## config.mk

```make
export PLATFORM = sky130hd
export DESIGN_NAME = vga_pattern_gen_seq
export DESIGN_NICKNAME = d
export VERILOG_FILES = /design/src/rtl/vga_pattern_gen_seq.sv
export SDC_FILE = /design/constraint.sdc
export NUM_CORES = 1
export LEC_CHECK = 0
export CORE_ASPECT_RATIO = 0.6
export CORE_UTILIZATION = 40
export CTS_CLUSTER_DIAMETER = 40
export DETAILED_ROUTE_END_ITERATION = 12
export DONT_BUFFER_PORTS = 1
export SETUP_SLACK_MARGIN = 0.15
export SYNTH_ARGS = -nofsm -noshare
export SYNTH_HDL_FRONTEND = slang
export SYNTH_SLANG_ARGS = --single-unit
```

## constraint.sdc

```tcl
create_clock -name i_clk -period 2.6 [get_ports i_clk]
set_input_delay 0.65 -clock i_clk [delete_from_list [all_inputs] [get_ports i_clk]]
set_output_delay 0.65 -clock i_clk [all_outputs]
set_load 0.1 [all_outputs]
```

## src/rtl/vga_pattern_gen_seq.sv

```systemverilog
// VGA test pattern generator: one registered RGB pixel per active
// coordinate, frame-synchronous pattern switch, animated and auto-cycle modes.
// Ports:
//   i_clk, i_reset (sync, active-high)
//   i_pattern, i_auto, i_frame_start: pattern control
//   i_valid, i_x, i_y: pixel coordinate in
//   o_valid, o_red, o_green, o_blue: pixel out (1-cycle latency)
//   o_pattern: pattern index in effect
module vga_pattern_gen_seq #(
  parameter int COLOR_BITS  = 3,
  parameter int COORD_BITS  = 11,
  parameter int ACTIVE_COLS = 640,
  parameter int ACTIVE_ROWS = 480,
  parameter int TILE_LOG2   = 4,
  parameter int AUTO_FRAMES = 60,
  parameter int BAR_STEP    = 4
) (
  input  logic                  i_clk,
  input  logic                  i_reset,
  input  logic [3:0]            i_pattern,
  input  logic                  i_auto,
  input  logic                  i_frame_start,
  input  logic                  i_valid,
  input  logic [COORD_BITS-1:0] i_x,
  input  logic [COORD_BITS-1:0] i_y,
  output logic                  o_valid,
  output logic [COLOR_BITS-1:0] o_red,
  output logic [COLOR_BITS-1:0] o_green,
  output logic [COLOR_BITS-1:0] o_blue,
  output logic [3:0]            o_pattern
);

  localparam int DIV_W = $clog2(AUTO_FRAMES + 1);
  localparam int WW    = COORD_BITS + 1;
  localparam logic [COLOR_BITS-1:0] FULL = '1;
  localparam logic [COLOR_BITS-1:0] NONE = '0;

  logic [7:0]            frame_cnt;
  logic [COORD_BITS-1:0] bar_x;
  logic [DIV_W-1:0]      div;
  logic [3:0]            auto_pat;

  logic [WW-1:0]         bar_sum;
  logic [COORD_BITS-1:0] bar_next;
  logic [DIV_W-1:0]      div_next;
  logic [3:0]            auto_next;

  logic [WW-1:0]         x_w;
  logic [WW-1:0]         bar_lo;
  logic [WW-1:0]         bar_hi;
  logic                  in_bar;
  logic                  on_edge;
  logic [COLOR_BITS-1:0] r;
  logic [COLOR_BITS-1:0] g;
  logic [COLOR_BITS-1:0] b;

  // Bar advance with wrap at the active width.
  always_comb begin
    bar_sum = {1'b0, bar_x} + WW'(BAR_STEP);
    if (bar_sum >= WW'(ACTIVE_COLS))
      bar_sum = bar_sum - WW'(ACTIVE_COLS);
    bar_next = bar_sum[COORD_BITS-1:0];
  end

  // Auto divider compares its old value, so the first
  // pattern holds for AUTO_FRAMES-1 frame starts after entry.
  always_comb begin
    div_next  = div + DIV_W'(1);
    auto_next = auto_pat;
    if (div == DIV_W'(AUTO_FRAMES - 1)) begin
      div_next  = '0;
      auto_next = (auto_pat == 4'd11) ? 4'd0 : auto_pat + 4'd1;
    end
  end

  // One extra bit keeps bar_x + tile from overflowing near wrap.
  always_comb begin
    x_w    = {1'b0, i_x};
    bar_lo = {1'b0, bar_x};
    bar_hi = bar_lo + WW'(2 ** TILE_LOG2);
    in_bar = (x_w >= bar_lo) && (x_w < bar_hi);
  end

  assign on_edge = (i_x == '0) || (i_y == '0)
    || (i_x == COORD_BITS'(ACTIVE_COLS - 1))
    || (i_y == COORD_BITS'(ACTIVE_ROWS - 1));

  always_comb begin
    r = NONE;
    g = NONE;
    b = NONE;
    unique case (o_pattern)
      4'd1: r = FULL;
      4'd2: g = FULL;
      4'd3: b = FULL;
      4'd4: begin
        r = (i_x[TILE_LOG2] ^ i_y[TILE_LOG2]) ? FULL : NONE;
        g = r;
        b = r;
      end
      4'd5: begin
        r = i_x[TILE_LOG2]     ? FULL : NONE;
        g = i_x[TILE_LOG2 + 1] ? FULL : NONE;
        b = i_x[TILE_LOG2 + 2] ? FULL : NONE;
      end
      4'd6: begin
        r = i_y[TILE_LOG2]     ? FULL : NONE;
        g = i_y[TILE_LOG2 + 1] ? FULL : NONE;
        b = i_y[TILE_LOG2 + 2] ? FULL : NONE;
      end
      4'd7: begin
        r = FULL;
        g = FULL;
        b = FULL;
      end
      4'd8: begin
        r = i_x[TILE_LOG2 +: COLOR_BITS];
        g = i_y[TILE_LOG2 +: COLOR_BITS];
      end
      4'd9: begin
        r = in_bar ? FULL : NONE;
        g = r;
        b = r;
      end
      4'd10: begin
        r = on_edge ? FULL : NONE;
        g = r;
        b = r;
      end
      4'd11: begin
        r = frame_cnt[COLOR_BITS-1:0];
        g = r;
        b = r;
      end
      default: begin
        r = NONE;
        g = NONE;
        b = NONE;
      end
    endcase
  end

  always_ff @(posedge i_clk) begin
    if (i_reset) begin
      o_valid   <= 1'b0;
      o_red     <= '0;
      o_green   <= '0;
      o_blue    <= '0;
      o_pattern <= 4'd0;
      frame_cnt <= 8'd0;
      bar_x     <= '0;
      div       <= '0;
      auto_pat  <= 4'd0;
    end else begin
      o_valid <= i_valid;
      o_red   <= i_valid ? r : NONE;
      o_green <= i_valid ? g : NONE;
      o_blue  <= i_valid ? b : NONE;
      if (!i_auto) begin
        div      <= '0;
        auto_pat <= 4'd0;
      end
      if (i_frame_start) begin
        frame_cnt <= frame_cnt + 8'd1;
        bar_x     <= bar_next;
        if (i_auto) begin
          div       <= div_next;
          auto_pat  <= auto_next;
          o_pattern <= auto_next;
        end else begin
          o_pattern <= i_pattern;
        end
      end
    end
  end

endmodule
```

### Word level (Yosys, flattened, before mapping)

Cells that the tools add are included.

| word-level totals | value |
|---|---|
| flip-flop bits (word level) | 43 |
| bits of input ports | 31 |
| output and inout port bits | 14 |

| cells by class | value |
|---|---|
| add/sub/neg operators | 6 |
| magnitude comparators | 3 |
| equality and inequality tests | 15 |
| multiplexer cells | 23 |
| bitwise logic cells | 2 |
| reductions and logical operators | 10 |

Operator list:

| cell | number |
|---|---|
| 3-bit one-hot mux with 8 select lines | 2 |
| 3-bit two-way mux | 9 |
| 4-bit two-way mux | 6 |
| 6-bit two-way mux | 4 |
| 11-bit zero test | 2 |
| 3-bit one-hot mux with 7 select lines | 1 |
| 4-bit == test, second input constant | 5 |
| 4-bit by 3-bit == test with 1-bit output, second input constant | 4 |
| 11-bit by 3-bit adder with 12-bit output, second input constant | 1 |
| 11-bit by 5-bit adder with 12-bit output, second input constant | 1 |
| 12-bit by 10-bit >= comparator with 1-bit output, second input constant | 1 |
| 11-bit by 12-bit < comparator with 1-bit output | 1 |
| 11-bit by 10-bit == test with 1-bit output, second input constant | 1 |
| 11-bit by 9-bit == test with 1-bit output, second input constant | 1 |
| 11-bit >= comparator | 1 |
| 11-bit two-way mux | 1 |
| 11-bit by 10-bit subtractor with 11-bit output, second input constant | 1 |
| 8-bit by 1-bit adder with 8-bit output, second input constant | 1 |
| 4-bit by 2-bit == test with 1-bit output, second input constant | 2 |
| 2-bit OR reduction | 4 |
| 6-bit by 1-bit adder with 6-bit output, second input constant | 1 |
| 6-bit == test, second input constant | 1 |
| 4-bit by 1-bit adder with 4-bit output, second input constant | 1 |
| 4-bit by 1-bit == test with 1-bit output, second input constant | 1 |
| other kinds (4) | 6 |

### Depth between registers and ports, before layout

| depth | value |
|---|---|
| depth after elaboration | 6 |
| mapped depth | 9 |

### Least setup slack after synthesis

Ideal clock, no wire load.

| timing path | value |
|---|---|
| path kind | register to register |
| from | register o_pattern[1] |
| to | register o_blue[0] |
| library setup time | 0.148 ns |
| arrival time | 1.943 ns |
| path slack | 0.509 ns |
| stages on the path, launching flop included | 7 |
| buffers on the path | 0 |
| cell sequence | dfxtp_1 -> nor2_1 -> a22o_1 -> a22oi_1 -> nor2_1 -> nor2_1 -> a31oi_1 |

| on the way | value |
|---|---|
| word-level cells in the longest chain between the ends | 3 |

Ends and longest elaborated chain:

| element | line | source |
|---|---|---|
| start: declaration | 30 | `output logic [3:0] o_pattern` |
| start signal: assignment | 169 | `o_pattern <= auto_next;` |
| start signal: assignment | 171 | `o_pattern <= i_pattern;` |
| 4-bit by 3-bit == test with 1-bit output / 4-bit by 2-bit == test with 1-bit output (equally long branches) | 92 | `unique case (o_pattern)` |
| 2-bit OR reduction (no source line) | -- |  |
| 3-bit one-hot mux with 7 select lines (*) | 92 |  |
| end signal: assignment | 158 | `o_blue <= i_valid ? b : NONE;` |
| end: declaration | 29 | `output logic [COLOR_BITS-1:0] o_blue,` |

Every way passes the cells marked *; elsewhere a longest branch is shown, timed or not.
A chain may end at the register's enable or synchronous reset.

### Final worst setup path

| timing path | value |
|---|---|
| from | register bar_x[4] |
| to | register o_red[0] |

| on the way | value |
|---|---|
| word-level cells in the longest chain between the ends | 5 |

Ends and longest elaborated chain:

| element | line | source |
|---|---|---|
| start: declaration | 39 | `logic [COORD_BITS-1:0] bar_x;` |
| start signal: assignment | 165 | `bar_x <= bar_next;` |
| 11-bit by 5-bit adder with 12-bit output | 80 | `bar_hi = bar_lo + WW'(2 ** TILE_LOG2);` |
| 11-bit by 12-bit < comparator with 1-bit output | 81 | `in_bar = (x_w >= bar_lo) && (x_w < bar_hi);` |
| 1-bit logical AND (*) | 81 |  |
| 3-bit two-way mux (*) | 121 | `r = in_bar ? FULL : NONE;` |
| 3-bit one-hot mux with 8 select lines (*) | 92 |  |
| end signal: assignment | 156 | `o_red <= i_valid ? r : NONE;` |
| end: declaration | 27 | `output logic [COLOR_BITS-1:0] o_red,` |

Marked as above.

==> results.md <==
Worst hold path:
- Counting instances, the worst hold path has a depth of 1.
- The class of the tightest hold or removal check is input pin to flop.

Synth:
- The per-instance average area after synthesis is 8.04 µm².
- The synthesized instance count is 324.
- After Yosys synthesis, and, or, nand and nor cells account for 22.5% of the synthesized area.
- Yosys mapped the design onto 51 distinct sky130hd cell types.
- The synthesized design contains 36 register bits.
- Summing the areas of all compound-gate instances in the mapped netlist gives 21.5% of the synthesized area.
- The xor/xnor share of the synthesized area is 6.05%.
- The warning count from the yosys run is 0.
- The synthesized netlist devotes 11.4% of its cell area to adder and majority cells.
- After synthesis, the cell types taking the most area are sky130_fd_sc_hd__dfxtp_1 28%, sky130_fd_sc_hd__ha_1 11%, sky130_fd_sc_hd__nor2_1 5.9%, sky130_fd_sc_hd__xnor2_1 5.4%, sky130_fd_sc_hd__nand2_1 4.3%.
- The largest family of logic cells by synthesized area is simple AND/OR/NAND/NOR gates.
- Yosys mapped a number of flops with a built-in enable equal to 0.
- Counting every net in the synthesized netlist gives 378.
- The fraction of registers with async set/reset is 0%.
- Sequential elements use 27.7% of the synthesized area.
- In the synthesized netlist, mux cells make up 4.23% of the area.
- The cell area that synthesis handed to floorplanning was 2600 µm².
- The dominant cell type by area after synthesis is sky130_fd_sc_hd__dfxtp_1.
- The area fraction of the dominant cell type after synthesis is 27.7%.
- In the synthesized netlist the dominant register cell turns out to be sky130_fd_sc_hd__dfxtp_1.

Clock tree:
- The register clock-pin slew on the reported worst setup and hold paths is 0.08 ns.
- The H-tree was split into 2 levels.
- The TritonCTS sink count is 36.
- The buffer depth of the longest clock path is 2.
- Clock tree synthesis selected as its root buffer the cell sky130_fd_sc_hd__clkbuf_8.
- At the later pin of the worst-skew pair, clock insertion delay measures 0.29 ns.
- The TritonCTS clock tree is yes.
- The number of buffers created by CTS is 5.

Critical path:
- The path type of the worst setup path is flop to flop.
- The signal on the critical path passes through inv_1 > ha_1 > nand4_1 > nor4_2 > o2111ai_1 > o211ai_1 > o311ai_2 > buf_4 > a31oi_1.
- For the worst flop-to-flop path, the logic depth is 9.
- In this run the worst path has a maximum fanout of 9.
- The critical path depth is 9.
- Among all stages on the critical path, the largest delay is contributed by sky130_fd_sc_hd__dfxtp_1.
- At the worst endpoint, the required time is 2.81 ns.
- On the critical path the largest part of the delay comes from compound AO/OA/AOI/OAI gates.
- The delay of the slowest cell on the worst path is 0.46 ns.
- STA classifies the critical path startpoint as a flop.
- The critical path arrival is 2.42 ns.
- Counting both buffers and inverters, the worst setup path holds a total of 2.
- The endpoint kind of the worst setup timing path is a flop.

Place:
- Once detailed placement completed, the half-perimeter wirelength came to 4440 µm.
- Port buffering added 0 buffers.
- The cell area reported after detailed placement is 2720 µm².
- The global placement routability congestion is 0.840.

Cells and area:
- The net count of the finished layout is 380.
- The footprint of the flip-flops and latches is 721 µm².
- 0 antenna diodes ended up in the layout.
- The area added between synthesis and finish is 8.17%.
- The fraction of layout cells with a size suffix above 1 is 11.0%.
- The post-layout utilization of the core is 45.5%.
- The finished cells cover 2820 µm².
- The layout has 635 filler cells.
- Summing all multi-input logic gate instances after layout gives 1720 µm².

Timing:
- The hold violation count in the final report is 0.
- The setup violation total in the final timing report is 0.
- In this run the tightest slew margin relative to its limit is 58.1%.
- Across all hold checks on the routed design, the worst slack comes to 0.426 ns.
- The final-report max-slew violation count came to 0.
- The fraction of the cycle the final worst path needs is 84.9%.
- The achievable clock frequency is 453 MHz.
- Setup repair after global routing left no endpoint under its margin.
- The final setup TNS is 0 ns.
- The clock skew is 0.00561 ns.
- The time the worst path needs with I/O delays and setup is 2.21 ns.
- At the pin with the least slew margin, the transition time is 0.627 ns.

Die:
- The floorplan step set the die height to 64.5 µm.
- The die footprint is 6850 µm².
- The die width is 106 µm.
- The effective utilization at floorplan is 42.1%.
- The placeable core region is 6190 µm².
- The I/O pin total is 45.
- The number of rows created at floorplan is 22.

Detailed routing:
- The routed length per instance is 14.2 µm.
- The remaining number of nets flagged by the antenna check after routing is 0.
- The routed design has 5840 µm of wire.
- The final route contains 2298 vias.
- The average vias per placed instance is 5.59.
- After detailed routing, the number of remaining DRC violations is 0.
- The number of DRC markers in iteration 0 is 91.
- The first detailed-routing pass ran for 4 iterations.

Global route:
- The wire length of the first global-routing pass is 9780 µm.
- The largest net degree at the start of global routing is 35.
- Global routing finished with a remaining overflow of 0.
- Global routing used 18.0% of the available tracks.
- The initial antenna violation count was 0.
- The via count of the first global-routing pass is 2040.

Power and ir drop:
- The static power due to leakage is 1.04 nW.
- VDD sags by at most 224 µV.
- The power density over cell area is 434 nW/µm².

Status:
- The run finished with clean final reports.

Flow run:
- The number of maximum-capacitance constraint violations is 0.
layout by cell type (no fill, tap or decap), types with 4 or more instances in the layout:
cell type,netlist,final
sky130_fd_sc_hd__ha_1,23,22
sky130_fd_sc_hd__nand2b_1,6,6
sky130_fd_sc_hd__buf_4,3,14
sky130_fd_sc_hd__nor3_1,6,6
sky130_fd_sc_hd__o211ai_1,5,5
sky130_fd_sc_hd__nor4_1,5,4
sky130_fd_sc_hd__nor2_1,41,41
sky130_fd_sc_hd__o21ai_0,8,8
sky130_fd_sc_hd__xnor2_1,16,16
sky130_fd_sc_hd__a21oi_1,19,19
sky130_fd_sc_hd__nand2_1,30,30
sky130_fd_sc_hd__a31oi_1,10,10
sky130_fd_sc_hd__a22o_1,5,5
sky130_fd_sc_hd__inv_1,14,14
sky130_fd_sc_hd__mux2i_1,11,11
sky130_fd_sc_hd__nand3_1,9,9
sky130_fd_sc_hd__dfxtp_1,36,36
sky130_fd_sc_hd__clkbuf_8,0,5
sky130_fd_sc_hd__nand4_1,13,13
sky130_fd_sc_hd__a21o_1,4,4
cell usage after synthesis, types with 2 or more instances:
cell type,count
sky130_fd_sc_hd__nand2_1,30
sky130_fd_sc_hd__a311oi_1,2
sky130_fd_sc_hd__buf_6,4
sky130_fd_sc_hd__o211ai_1,5
sky130_fd_sc_hd__o2111ai_1,2
sky130_fd_sc_hd__nand3_1,9
sky130_fd_sc_hd__o211a_1,2
sky130_fd_sc_hd__xnor2_1,16
sky130_fd_sc_hd__xor2_1,2
sky130_fd_sc_hd__nor4_1,5
sky130_fd_sc_hd__ha_1,23
sky130_fd_sc_hd__mux2i_1,11
sky130_fd_sc_hd__buf_2,2
sky130_fd_sc_hd__nand2b_1,6
sky130_fd_sc_hd__nor2b_1,2
sky130_fd_sc_hd__nor2_1,41
sky130_fd_sc_hd__dfxtp_1,36
sky130_fd_sc_hd__a31oi_1,10
sky130_fd_sc_hd__a21oi_1,19
sky130_fd_sc_hd__clkbuf_1,11
sky130_fd_sc_hd__a22o_2,2
sky130_fd_sc_hd__and2b_2,2
sky130_fd_sc_hd__and2_1,3
sky130_fd_sc_hd__nor3_1,6
sky130_fd_sc_hd__a21o_1,4
sky130_fd_sc_hd__nor2_2,2
sky130_fd_sc_hd__a211oi_1,3
sky130_fd_sc_hd__buf_4,3
sky130_fd_sc_hd__o21ai_0,8
sky130_fd_sc_hd__o31ai_1,3
sky130_fd_sc_hd__a22o_1,5
sky130_fd_sc_hd__nand4_1,13
sky130_fd_sc_hd__inv_1,14
cell families after synthesis:
family | count (synthesis)
AND/OR/NAND/NOR | 122
AO/OA/AOI/OAI | 79
flip-flops | 36
buffers and inverters | 34
adder cells (fa/ha/maj) | 24
XOR/XNOR | 18
multiplexers | 11
power breakdown:
group          switching, mW  total, mW  internal [mW]  leakage (nW)
registers             0.0339      0.603          0.570         0.293
logic                  0.130      0.220         0.0896         0.707
clock network          0.210      0.399          0.190        0.0404
worst paths after layout:
path / startpoint / to / slack, ns
setup / recovery: bar_x[4]$_SDFFE_PP0P_ / o_red[0]$_SDFF_PP0_ / 0.39
hold / removal: i_reset / frame_cnt[0]$_SDFFE_PP0P_ / 0.43
setup reg to reg: bar_x[4]$_SDFFE_PP0P_ / o_red[0]$_SDFF_PP0_ / 0.39
hold reg to reg: div[1]$_SDFF_PP0_ / div[1]$_SDFF_PP0_ / 0.50
repair_timing:
| item | in CTS | in global routing |
|---|---|---|
| resized for setup | 0 | 2 |
| buffers inserted | 0 | 0 |
| hold buffers | 0 | 0 |
| setup endpoints to repair | 0 | 7 |
flip-flops by register name, indices dropped and copies added, names as in the netlist:
signal and count:
auto_pat 4, o_red 3, o_green 3, div 6, bar_x 9, o_blue 3
frame_cnt 3, o_valid 1, o_pattern 4
worst reg2reg max path, stage by stage (launching register included):
cell	delay, ns
sky130_fd_sc_hd__dfxtp_1	0.46
sky130_fd_sc_hd__inv_1	0.14
sky130_fd_sc_hd__ha_1	0.33
sky130_fd_sc_hd__nand4_1	0.15
sky130_fd_sc_hd__nor4_2	0.27
sky130_fd_sc_hd__o2111ai_1	0.13
sky130_fd_sc_hd__o211ai_1	0.18
sky130_fd_sc_hd__o311ai_2	0.15
sky130_fd_sc_hd__buf_4	0.19
sky130_fd_sc_hd__a31oi_1	0.15
final cells by class:
class,instances,share of cell area (%)
multi-input combinational,254,61.1
sequential,36,25.6
timing repair buffer,15,4.44
tap,84,3.73
clock buffer,5,2.44
inverter,14,1.87
clock inverter,3,0.844
per-stage QoR:
stage	worst slack, ns	cells	total power, mW
2_1_floorplan	0.509	324	0.811
3_3_place_gp	0.358	403	0.832
3_5_place_dp	0.341	403	0.834
4_1_cts	0.371	411	1.23
5_1_grt	0.179	411	1.30
6_report	0.394	411	1.22
routing by layer:
| layer | wire [µm] | global-route usage, % |
|---|---|---|
| met1 | 3120 | 26.1 |
| met2 | 2350 | 25.9 |
| met3 | 336 | 5.23 |
| met4 | 26 | 3.82 |
| met5 | 0 | 0 |
(Power assumes the default switching activity.)
